===== src/rtl/bus_arbiter.sv =====
// bus_arbiter: two-master round-robin bus arbiter with hold limit, bus mux and registered read return
module bus_arbiter #(
  parameter int ADDR_W   = 8,
  parameter int DATA_W   = 32,
  parameter int MAX_HOLD = 16
) (
  input  logic              clk,
  input  logic              reset,
  input  logic              m0_req,
  input  logic              m1_req,
  input  logic              m0_wr,
  input  logic              m1_wr,
  input  logic [ADDR_W-1:0] m0_addr,
  input  logic [ADDR_W-1:0] m1_addr,
  input  logic [DATA_W-1:0] m0_dout,
  input  logic [DATA_W-1:0] m1_dout,
  output logic              m0_grant,
  output logic              m1_grant,
  output logic [ADDR_W-1:0] s_addr,
  output logic              s_wr,
  output logic [DATA_W-1:0] s_din,
  input  logic [DATA_W-1:0] s0_dout,
  input  logic [DATA_W-1:0] s1_dout,
  input  logic [DATA_W-1:0] s2_dout,
  input  logic [DATA_W-1:0] s3_dout,
  output logic [DATA_W-1:0] m_din,
  output logic              rd_valid
);
  typedef enum logic [1:0] {IDLE, GNT0, GNT1} state_t;
  localparam int HW = $clog2(MAX_HOLD);
  state_t state, next;
  logic last;
  logic [HW-1:0] hold_cnt;
  logic hold_max;
  logic granted;
  logic rd_valid_q;
  logic rsel_v;
  logic [1:0] rsel;
  assign hold_max = hold_cnt == HW'(MAX_HOLD - 1);
  assign granted  = state != IDLE;
  assign m0_grant = state == GNT0;
  assign m1_grant = state == GNT1;
  assign rd_valid = rd_valid_q;
  assign m_din    = !(rd_valid_q && rsel_v) ? '0 :
                    rsel == 2'd0 ? s0_dout :
                    rsel == 2'd1 ? s1_dout :
                    rsel == 2'd2 ? s2_dout : s3_dout;
  // next-state arbitration (last=1 means M1 was served last) and bus mux from state
  always_comb begin
    next   = state;
    s_addr = '0;
    s_wr   = 1'b0;
    s_din  = '0;
    case (state)
      IDLE: next = (m0_req && m1_req) ? (last ? GNT0 : GNT1) :
                   m0_req ? GNT0 : m1_req ? GNT1 : IDLE;
      GNT0: next = (m1_req && (!m0_req || hold_max)) ? GNT1 : m0_req ? GNT0 : IDLE;
      GNT1: next = (m0_req && (!m1_req || hold_max)) ? GNT0 : m1_req ? GNT1 : IDLE;
      default: next = IDLE;
    endcase
    if (state == GNT0) begin
      s_addr = m0_addr;
      s_wr   = m0_wr;
      s_din  = m0_dout;
    end else if (state == GNT1) begin
      s_addr = m1_addr;
      s_wr   = m1_wr;
      s_din  = m1_dout;
    end
  end
  // state, fairness bookkeeping and read-return registers
  always_ff @(posedge clk) begin
    if (reset) begin
      state      <= IDLE;
      last       <= 1'b1;
      hold_cnt   <= '0;
      rd_valid_q <= 1'b0;
      rsel_v     <= 1'b0;
      rsel       <= 2'd0;
    end else begin
      state      <= next;
      if (next != IDLE) last <= next == GNT1;
      hold_cnt   <= (next != state || next == IDLE) ? '0 :
                    hold_max ? hold_cnt : hold_cnt + HW'(1);
      rd_valid_q <= granted && !s_wr;
      if (granted && !s_wr) begin
        rsel_v <= s_addr < ADDR_W'(128);
        rsel   <= s_addr[6:5];
      end
    end
  end
endmodule


===== config.mk =====
export PLATFORM = sky130hd
export DESIGN_NAME = bus_arbiter
export DESIGN_NICKNAME = d
export VERILOG_FILES = /design/src/rtl/bus_arbiter.sv
export SDC_FILE = /design/constraint.sdc
export NUM_CORES = 1
export LEC_CHECK = 0
export CORE_AREA = 2 2 113 115
export CTS_BUF_LIST = sky130_fd_sc_hd__clkbuf_8 sky130_fd_sc_hd__clkbuf_16
export DETAILED_ROUTE_END_ITERATION = 10
export DIE_AREA = 0 0 115 117
export SETUP_SLACK_MARGIN = 0.3
export SYNTH_ARGS = -nofsm -noshare
export SYNTH_HDL_FRONTEND = slang
export SYNTH_SLANG_ARGS = --single-unit
export TNS_END_PERCENT = 5

===== constraint.sdc =====
create_clock -name clk -period 5.65 [get_ports clk]
set_input_delay 1.4125 -clock clk [delete_from_list [all_inputs] [get_ports clk]]
set_output_delay 1.4125 -clock clk [all_outputs]
set_load 0.005 [all_outputs]

**After elaboration in Yosys (flattened, before gate mapping)**

Index checks and enable logic that the tools add are counted.

- Bits in registers: 11
- Bits of input ports: 214
- Output and inout port bits: 76

- $add $sub $neg: 1
- Magnitude comparators: 1
- Equality and inequality tests: 7
- Multiplexer cells: 18
- Reduce and logical (&&, ||, !) cells: 17

Operators with widths:

| kind | number |
|---|---|
| 32-bit 2-to-1 mux | 6 |
| 8-bit 2-to-1 mux | 2 |
| 2-bit 2-to-1 mux | 6 |
| 8-bit less-than comparator, second input constant | 1 |
| 2-bit == test, second input constant | 3 |
| 2-bit zero test | 3 |
| 2-bit one-hot mux with 3 select lines | 1 |
| 1-bit logical AND | 5 |
| 4-bit by 1-bit adder with 4-bit output, second input constant | 1 |
| 2-bit by 1-bit == test with 1-bit output, second input constant | 2 |
| 4-bit == test, second input constant | 1 |
| 2-bit nonzero test | 2 |
| 1-bit zero test | 3 |
| 1-bit logical OR | 3 |
| 1-bit 2-to-1 mux | 3 |
| 2-bit inequality test | 1 |
| 2-bit OR reduction | 1 |

**Longest topological paths before layout**

Gate-level depths: netlist (run 1).

- Word-level depth: 8
- Mapped depth: 6
- Mapped depth without buffers: 5

**Worst setup path after synthesis (run 1)**

Ideal clock, no wire load.

- Kind: in2out
- From: input s3_dout[0]
- To: output m_din[0]
- Arrival: 2.038 ns
- Required time: 4.238 ns
- Setup slack: 2.199 ns
- Stages on the path: 2
- Path through: mux4_2 and3_1

- Word-level cells in the longest chain between the ends: 4

Ends and longest elaborated chain:

| what | line | RTL |
|---|---|---|
| from (decl) | 25 | `input logic [DATA_W-1:0] s3_dout,` |
| 32-bit 2-to-1 mux | 47 | `rsel == 2'd2 ? s2_dout : s3_dout;` |
| 32-bit 2-to-1 mux | 46 | `rsel == 2'd1 ? s1_dout :` |
| 32-bit 2-to-1 mux | 45 | `rsel == 2'd0 ? s0_dout :` |
| 32-bit 2-to-1 mux | 44 | `assign m_din = !(rd_valid_q && rsel_v) ? '0 :` |
| to (decl) | 26 | `output logic [DATA_W-1:0] m_din,` |

Every way passes these cells.

**Worst setup path in the final report (run 1)**

- From: input s3_dout[17]
- To: output m_din[17]

The elaborated chain is that of the path after synthesis.

==> results_dict.tcl, run 1 <==
set metrics [dict create \
    outcome "completed" \
    sw_frac_of_total_pct 24.7 \
    grt.total_usage_pct 14.7 \
    yosysUniqueCellTypes 30 \
    proportion_of_netlist_area_held_by_the_largest_area_contributor_pct 37.0 \
    final_area_mm2 0.00500 \
    fmax_ghz 0.230 \
    power_dens_cells_mw_per_mm2 109 \
    wl_per_cell_um 18.2 \
    power.share.combinational_pct 57.4 \
    cp_slowest_stage_delay_ns 0.47 \
    clock_skew_after_layout_ns 0.00332 \
    vias 2822 \
    reg2reg_from "state[1]" \
    first_iter_violations 73 \
    synth.area.top_cells "sky130_fd_sc_hd__mux4_2 37%, sky130_fd_sc_hd__a22o_1 19%, sky130_fd_sc_hd__dfxtp_1 11%, sky130_fd_sc_hd__and3_1 10%, sky130_fd_sc_hd__buf_2 2.3%" \
    worst-endpoint-arrival_ns 2.94 \
    post_synth_most_frequent_cells "43 x sky130_fd_sc_hd__a22o_1, 32 x sky130_fd_sc_hd__and3_1, 32 x sky130_fd_sc_hd__mux4_2" \
    final_worst_path_period_need_ns 4.35 \
    grt.met3_usage_pct 2.94 \
    slowest_stage "sky130_fd_sc_hd__clkdlybuf4s50_1" \
    multi_input_comb_area_mm2 0.00160 \
    met1_track_usage_gr_pct 15.9 \
    drv_slew 0 \
    path_common_cell "sky130_fd_sc_hd__clkdlybuf4s50_1" \
    syn_area_per_cell_um2 10.4 \
    worstHoldPathType "flop to flop" \
    setup_tns_ns 0 \
    timing.critical_path.required_ns 4.24 \
    critical_path.startpoint_type "input pin" \
    synth_warnings 0 \
    detail_route.wirelength_mm 11.0 \
    synth_enable_flop_cells 0 \
    root_buffer_cell "sky130_fd_sc_hd__clkbuf_16" \
    area.sequential_um2 221 \
    grt-ovfl-total 0 \
    synth_fp_nets 402 \
    synth_async_sr_flop_share_pct 0 \
    synth_flop_cell "sky130_fd_sc_hd__dfxtp_1" \
    clock_sink_count 11 \
    nFillCells 1227 \
    dieHeight_um 117 \
    timing.critical_path.fanout_max 1 \
    classification_of_the_worst_setup_path "input pin to output port" \
    yosys.cell_count.top_type "sky130_fd_sc_hd__a22o_1" \
    post_cts_clock_slew_at_the_launch_and_capture_registers_of_the_worst_setup_and_hold_paths_ns 0.04 \
    design.core.area_mm2 0.0123 \
    clock_latency_ns 0.24 \
    grt-busiest-layer "met2" \
    initial_core_util_pct 15.8 \
    netlist_instances 187 \
    clockPowerShare_pct 23.6 \
    totalPowerFinal_uw 544 \
    layout.core_utilization_pct 40.6 \
    p_int_uw 410 \
    fp-row-count 41 \
    startpoint_of_the_worst_setup_timing_path "s3_dout[17]" \
    slew_headroom_pct 25.2 \
    dpl_cell_area_mm2 0.00492 \
    die_area_mm2 0.0135 \
    yosys.area.top_type "sky130_fd_sc_hd__mux4_2" \
    rsz0062_at_grt "no" \
    clock_tree_from_tritoncts "built" \
    rrSetupSlack_ns 3.58 \
    drive_gt1_share_pct 9.43 \
    p_leak_uw 0.00187 \
    drv_cap 0 \
    gp_routability_congestion 0.785 \
    worstPathCellList "clkdlybuf4s50_1, mux4_2, and3_1, clkdlybuf4s50_1" \
    final_nets 672 \
    hold_ep "last" \
    use_met2_pct 29.2 \
    h-tree-depth 1 \
    critPathCaptureType "output port" \
    cts_buffer_depth 2 \
    worst_pin_slew_ns 1.12 \
    ctsHoldBuffers 0 \
    drc 0 \
    buffer_ports.inserted 289 \
    antenna_cells 0 \
    net_load_switching_power_uw 134 \
    grt_max_degree 44 \
    cts.repair.resized 0 \
    top_level_ports 290 \
    route.detailed.vias_per_inst 4.66 \
    fin_crit_sh_pct 77.1 \
    setup_viol 0 \
    synthesis.area_mm2 0.00195 \
    vdd_drop_max_mv 0.0782 \
    dieWidth_um 115 \
    antenna_violations_before_repair 0 \
    grt_first_pass_wirelength_mm 15.5 \
    hold_path_startpoint "last" \
    hold_path_depth 2 \
    dp_hpwl_mm 9.07 \
    worst-r2r-cell-count 4 \
    ys_seq_elements 11 \
    p_seq_share_pct 18.9 \
    detail_route.first_pass.iterations 4 \
    area_delta_synth_final_pct 157 \
    final-hold-violation-count 0 \
    part_of_the_yosys_area_used_for_sequential_elements_pct 11.3 \
    post-cts-setup-buffers 0 \
    final.hold.worst_slack_ns 0.543 \
    number_of_global_route_vias_before_repair 2923 \
    drtAntennaViolNets 0 \
    reg2reg_to "rsel_v" \
    tritoncts_buffer_count 3 \
]
-- power groups by stage --
| stage | clock network (uW) | registers (uW) | logic [uW] |
|---|---|---|---|
| after floorplan | 0 | 86.8 | 109 |
| after global placement | 0 | 105 | 310 |
| final | 129 | 103 | 313 |
| after detailed placement | 0 | 105 | 315 |
| after CTS | 131 | 104 | 316 |
| after global routing | 135 | 106 | 334 |
-- logic make-up after synthesis --
group                      Yosys count  share of synthesized area [%]
DFF                                 11                           11.3
AOI/OAI and AO/OA                   52                           24.0
buffers and inverters               27                           7.14
muxes                               36                           39.1
and+or+nand+nor                     59                           17.4
adders and majority gates            1                          0.643
xor gates and xnor gates             1                          0.450
-- flip-flops by register name (all words and copies together), names as in the netlist --
signal and count:
rsel_v 1, state 2, rsel 2, last 1, rd_valid 1, hold_cnt 4
-- stage by stage --
step / cells / worst slack [ns]
after global routing: 606 / 1.24
after CTS: 606 / 1.28
after global placement: 602 / 1.28
final: 606 / 1.30
after detailed placement: 602 / 1.28
after floorplan: 187 / 2.20
-- final cells by class --
type	instances	share of cell area, %
timing repair buffer	291	58.1
multi-input combinational	149	32.0
sequential	11	4.43
tap	150	3.75
clock buffer	3	1.50
clock inverter	1	0.0751
inverter	1	0.0751
-- routing by layer --
metal / vias to the layer above / part of all wire (%)
li1: 1322 / -
met3: 14 / 8.0
met4: 0 / 1.9
met2: 145 / 53
met5: - / 0
met1: 1341 / 37
-- cells in the final DEF (no fill, tap or decap), types with 2 or more instances in the layout --
cell type,count
sky130_fd_sc_hd__mux2i_1,4
sky130_fd_sc_hd__buf_4,2
sky130_fd_sc_hd__nor2_1,11
sky130_fd_sc_hd__dfxtp_1,10
sky130_fd_sc_hd__clkbuf_16,3
sky130_fd_sc_hd__a21o_1,2
sky130_fd_sc_hd__inv_1,2
sky130_fd_sc_hd__nor2b_4,3
sky130_fd_sc_hd__nor3_1,4
sky130_fd_sc_hd__nand3_1,2
sky130_fd_sc_hd__clkdlybuf4s50_1,289
sky130_fd_sc_hd__and3_1,32
sky130_fd_sc_hd__nand2_1,4
sky130_fd_sc_hd__mux4_2,32
sky130_fd_sc_hd__a22o_1,43
-- critical path, delay by kind of cell --
kind | cells | cell delay (ns)
buf+inv | 2 | 0.87
mux | 1 | 0.46
simple gates | 1 | 0.19
-- how the worst max path moves through the flow --
| stage | endpoint | slack [ns] | cells past startpoint |
|---|---|---|---|
| after CTS | m_din[10] | 1.28 | 4 |
| final | m_din[17] | 1.30 | 4 |
| after floorplan | m_din[0] | 2.20 | 2 |
| after global placement | m_din[10] | 1.28 | 4 |
| after global routing | m_din[18] | 1.24 | 4 |
| after detailed placement | m_din[10] | 1.28 | 4 |
No activity file was read; power rests on OpenSTA's default activity.
==> inputs of run 2 (changes only) <==
--- a/config.mk
+++ b/config.mk
@@ -5,10 +5,10 @@
 export SDC_FILE = /design/constraint.sdc
 export NUM_CORES = 1
 export LEC_CHECK = 0
-export CORE_AREA = 2 2 113 115
+export CORE_AREA = 2 2 111 113
 export CTS_BUF_LIST = sky130_fd_sc_hd__clkbuf_8 sky130_fd_sc_hd__clkbuf_16
 export DETAILED_ROUTE_END_ITERATION = 10
-export DIE_AREA = 0 0 115 117
+export DIE_AREA = 0 0 113 115
 export SETUP_SLACK_MARGIN = 0.3
 export SYNTH_ARGS = -nofsm -noshare
 export SYNTH_HDL_FRONTEND = slang
==> constraint.sdc (replaced) <==
create_clock -name clk -period 4.1 [get_ports clk]
set_input_delay 1.025 -clock clk [delete_from_list [all_inputs] [get_ports clk]]
set_output_delay 1.025 -clock clk [all_outputs]
set_load 0.005 [all_outputs]
==> results_dict.tcl, run 2 (synthesis results as in run 1) <==
set metrics [dict create \
    ctsHoldBuffers 0 \
    worst_pin_slew_ns 0.439 \
    p_leak_uw 0.00189 \
    worst_path_dominant_cell_family "buffers and inverters" \
    rsz0062_at_grt "no" \
    final_worst_path_period_need_ns 3.62 \
    grt_first_pass_wirelength_mm 15.5 \
    post_cts_clock_slew_at_the_launch_and_capture_registers_of_the_worst_setup_and_hold_paths_ns 0.04 \
    wl_per_cell_um 18.1 \
    design.core.area_mm2 0.0118 \
    drv_cap 0 \
    vias 2780 \
    fmax_ghz 0.276 \
    clock_skew_after_layout_ns 0.00191 \
    hold_ep "rsel[0]" \
    leading_cell_type_in_the_layout_fill_and_taps_excluded "sky130_fd_sc_hd__clkdlybuf4s50_1" \
    timing.critical_path.fanout_max 1 \
    setup_tns_ns 0 \
    worstPathCellList "clkdlybuf4s50_1, mux4_2, and3_1, clkdlybuf4s50_1" \
    final-hold-violation-count 0 \
    reg_with_most_ffs "hold_cnt" \
    critical_path.startpoint_type "input pin" \
    top_level_ports 290 \
    antenna_cells 0 \
    clock_latency_ns 0.24 \
    reg2reg_to "rsel_v" \
    detail_route.wirelength_mm 11.0 \
    antenna_violations_before_repair 0 \
    route.detailed.vias_per_inst 4.58 \
    violated_checks "DRC" \
    clock_tree_from_tritoncts "built" \
    fin_crit_sh_pct 88.4 \
    number_of_flip_flops_under_the_largest_register_name 4 \
    post-cts-setup-buffers 0 \
    outcome "complete, but fails checks" \
    grt.total_usage_pct 15.2 \
    timing.critical_path.required_ns 3.07 \
    critPathCaptureType "output port" \
    critical_path_cell_count 4 \
    cts_buffer_depth 2 \
    hold_path_startpoint "rsel[0]" \
    drtAntennaViolNets 0 \
    buffer_ports.inserted 289 \
    first_iter_violations 124 \
    dieWidth_um 113 \
    final_nets 676 \
    cp_slowest_stage_delay_ns 0.48 \
    rrSetupSlack_ns 2.18 \
    dp_hpwl_mm 9.02 \
    drc 19 \
    drive_gt1_share_pct 10.2 \
    reg.largest.list "hold_cnt: 4 flops, rsel: 2 flops, state: 2 flops" \
    final.hold.worst_slack_ns 0.517 \
    grt_max_degree 34 \
    worst_slack_ns 0.476 \
    tritoncts_buffer_count 3 \
    number_of_global_route_vias_before_repair 2752 \
    cts.repair.resized 0 \
    final_cell_mix "289 x sky130_fd_sc_hd__clkdlybuf4s50_1, 43 x sky130_fd_sc_hd__a22o_1, 32 x sky130_fd_sc_hd__mux4_2, 32 x sky130_fd_sc_hd__and3_1, 11 x sky130_fd_sc_hd__nor2_1" \
    clock_sink_count 11 \
    grt-ovfl-total 0 \
    hold_path_depth 2 \
    power_dens_cells_mw_per_mm2 150 \
    die_area_mm2 0.0130 \
    vdd_drop_max_mv 0.0952 \
    root_buffer_cell "sky130_fd_sc_hd__clkbuf_16" \
    initial_core_util_pct 16.5 \
    reg2reg_from "state[1]" \
    fp-row-count 40 \
    placed_cells 603 \
    worst-endpoint-arrival_ns 2.60 \
    classification_of_the_worst_setup_path "input pin to output port" \
    timing.critical_path.buf_inv 2 \
    dpl_worst_slack_ns 0.450 \
    detail_route.first_pass.iterations 7 \
    area_delta_synth_final_pct 159 \
    path_common_cell "sky130_fd_sc_hd__clkdlybuf4s50_1" \
    worst-r2r-cell-count 5 \
    setup_viol 0 \
    slew_headroom_pct 70.6 \
    final_cell_count_no_fill 607 \
    slowest_stage "sky130_fd_sc_hd__mux4_2" \
    drv_slew 0 \
    worstHoldPathType "flop to flop" \
    h-tree-depth 1 \
    gp_routability_congestion 0.824 \
    dieHeight_um 115 \
]
run 2: final cells by class:
class,instances,area (um^2)
timing repair buffer,295,2950
inverter,1,3.75
sequential,11,221
clock inverter,1,3.75
clock buffer,3,75.1
tap,147,184
fill,1128,6770
multi-input combinational,149,1600
run 2: worst max path at each step:
stage,from,end,slack [ns]
6_report,s3_dout[21],m_din[21],0.48
4_1_cts,s3_dout[21],m_din[21],0.45
3_3_place_gp,s3_dout[21],m_din[21],0.45
5_1_grt,s3_dout[21],m_din[21],0.42
2_1_floorplan,s3_dout[0],m_din[0],1.42
3_5_place_dp,s3_dout[21],m_din[21],0.45
run 2: through the flow:
stage / utilization, % / power, uW / instance area, um^2
floorplan: - / 270 / 1950
global placement: 42.0 / 579 / 4960
detailed placement: 42.0 / 583 / 4960
CTS: 42.7 / 765 / 5040
global route: 42.7 / 795 / 5040
finish: 42.7 / 756 / 5040
run 2: worst min-delay path, cell delays in order (launching register included):
cell and delay [ns]:
sky130_fd_sc_hd__dfxtp_2 0.34, sky130_fd_sc_hd__mux2i_1 0.07, sky130_fd_sc_hd__nor2_1 0.07
run 2: per-layer routing:
layer  wire [um]  vias to the layer above  track usage (%)
li1            -                     1328                -
met2        5730                      129             28.4
met5           0                        -                0
met3         836                       15             2.64
met4         161                        0             3.17
met1        4290                     1308             18.2
run 2: power breakdown:
group / internal [uW] / leakage (uW) / total, uW / switching, uW
clock network: 128 / 0.0000423 / 177 / 48.6
registers: 113 / 0.0000904 / 121 / 7.09
logic: 328 / 0.00176 / 459 / 130
==> inputs of run 3 (changes only) <==
--- a/config.mk
+++ b/config.mk
@@ -9,6 +9,7 @@
 export CTS_BUF_LIST = sky130_fd_sc_hd__clkbuf_8 sky130_fd_sc_hd__clkbuf_16
 export DETAILED_ROUTE_END_ITERATION = 10
 export DIE_AREA = 0 0 113 115
+export GPL_TIMING_DRIVEN = 0
 export SETUP_SLACK_MARGIN = 0.3
 export SYNTH_ARGS = -nofsm -noshare
 export SYNTH_HDL_FRONTEND = slang
==> results_dict.tcl, run 3 (synthesis results as in run 1) <==
set metrics [dict create \
    post_cts_clock_slew_at_the_launch_and_capture_registers_of_the_worst_setup_and_hold_paths_ns 0.04 \
    final_worst_path_period_need_ns 3.63 \
    gp_routability_congestion 0.829 \
    grt-ovfl-total 0 \
    fmax_ghz 0.275 \
    final-hold-violation-count 0 \
    h-tree-depth 1 \
    grt.total_usage_pct 15.8 \
    drv_cap 0 \
    antenna_violations_before_repair 0 \
    dieWidth_um 113 \
    die_area_mm2 0.0130 \
    power_dens_cells_mw_per_mm2 149 \
    detail_route.wirelength_mm 11.5 \
    layout.core_utilization_pct 43.1 \
    detail_route.first_pass.iterations 9 \
    vias 2898 \
    setup_viol 0 \
    multi_input_comb_area_mm2 0.00159 \
    setup_tns_ns 0 \
    ctsHoldBuffers 0 \
    top_level_ports 290 \
    violated_checks "DRC" \
    worstHoldPathType "flop to flop" \
    sw_frac_of_total_pct 24.6 \
    grt_first_pass_wirelength_mm 16.2 \
    buffer_ports.inserted 288 \
    clock_skew_after_layout_ns 0.00266 \
    classification_of_the_worst_setup_path "input pin to output port" \
    timing.critical_path.fanout_max 1 \
    fp-row-count 40 \
    worst_pin_slew_ns 0.462 \
    critPathCaptureType "output port" \
    leading_cell_type_in_the_layout_fill_and_taps_excluded "sky130_fd_sc_hd__clkdlybuf4s50_1" \
    p_seq_share_pct 15.9 \
    clock_tree_from_tritoncts "built" \
    drive_gt1_share_pct 10.9 \
    final_area_mm2 0.00509 \
    route.detailed.vias_per_inst 4.63 \
    nFillCells 1167 \
    worst_slack_ns 0.466 \
    post-cts-setup-buffers 0 \
    design.core.area_mm2 0.0118 \
    critical_path.startpoint_type "input pin" \
    clock_latency_ns 0.24 \
    root_buffer_cell "sky130_fd_sc_hd__clkbuf_16" \
    antenna_cells 0 \
    net_load_switching_power_uw 187 \
    reg.largest.list "hold_cnt: 4 flops, rsel: 2 flops, state: 2 flops" \
    p_int_uw 572 \
    final_nets 695 \
    reg_with_most_ffs "hold_cnt" \
    initial_core_util_pct 16.5 \
    power.share.combinational_pct 61.2 \
    fin_crit_sh_pct 88.6 \
    dpl_worst_slack_ns 0.442 \
    drtAntennaViolNets 0 \
    number_of_flip_flops_under_the_largest_register_name 4 \
    grt_max_degree 11 \
    dpl_cell_area_mm2 0.00501 \
    cts.repair.resized 0 \
    first_iter_violations 171 \
    dp_hpwl_mm 9.75 \
    wl_per_cell_um 18.3 \
    timing.critical_path.required_ns 3.07 \
    tritoncts_buffer_count 3 \
    rsz0062_at_grt "no" \
    slew_headroom_pct 69.2 \
    outcome "complete, but fails checks" \
    worst-endpoint-arrival_ns 2.61 \
    vdd_drop_max_mv 0.110 \
    drc 17 \
    final_cell_mix "288 x sky130_fd_sc_hd__clkdlybuf4s50_1, 43 x sky130_fd_sc_hd__a22o_1, 32 x sky130_fd_sc_hd__mux4_2, 32 x sky130_fd_sc_hd__and3_1" \
    clockPowerShare_pct 23.0 \
    p_leak_uw 0.00194 \
    cts_buffer_depth 2 \
    drv_slew 0 \
    clock_sink_count 11 \
    number_of_global_route_vias_before_repair 2892 \
    dieHeight_um 115 \
    area_delta_synth_final_pct 162 \
    area.sequential_um2 220 \
]
run 3: area by class of cell:
class	instances	share of cell area, %
inverters	1	0.0737
repair buffers	288	56.6
well taps	147	3.61
plain buffers	26	2.65
flip-flops and latches	11	4.33
clock inverters	1	0.0737
multi-input cells	149	31.2
clock buffers	3	1.47
run 3: worst max-delay path, cell delays in order:
cell                              delay [ns]
sky130_fd_sc_hd__clkdlybuf4s50_1        0.43
sky130_fd_sc_hd__mux4_2                 0.50
sky130_fd_sc_hd__and3_1                 0.20
sky130_fd_sc_hd__clkdlybuf4s50_1        0.46
run 3: layer usage:
layer	vias to the layer above	wire length, um	track usage, %
met3	6	894	3.00
met1	1397	4480	19.6
met2	125	6010	29.5
met4	0	72	1.71
met5	-	0	0
li1	1370	-	-
run 3: power by group through the flow:
stage               logic, uW  clock network, uW  registers, uW
floorplan                 151                  0            120
global placement          460                  0            123
detailed placement        464                  0            123
CTS                       468                181            121
global route              494                185            122
finish                    464                174            121
run 3: path summary, 6_finish.rpt:
| kind | start | endpoint | slack, ns | depth (start not counted) |
|---|---|---|---|---|
| worst max-delay path | s3_dout[21] | m_din[21] | 0.47 | 4 |
| worst min register to register | last | last | 0.53 | 2 |
| worst max register to register | hold_cnt[0] | hold_cnt[2] | 2.39 | 5 |
| worst min-delay path | last | last | 0.53 | 2 |
run 3: metrics by stage:
| stage | total power, uW | cells | hold WS, ns |
|---|---|---|---|
| CTS | 769 | 626 | 0.526 |
| floorplan | 270 | 187 | 0.497 |
| global placement | 583 | 622 | 0.516 |
| global route | 801 | 626 | 0.554 |
| finish | 759 | 626 | 0.529 |
| detailed placement | 587 | 622 | 0.520 |
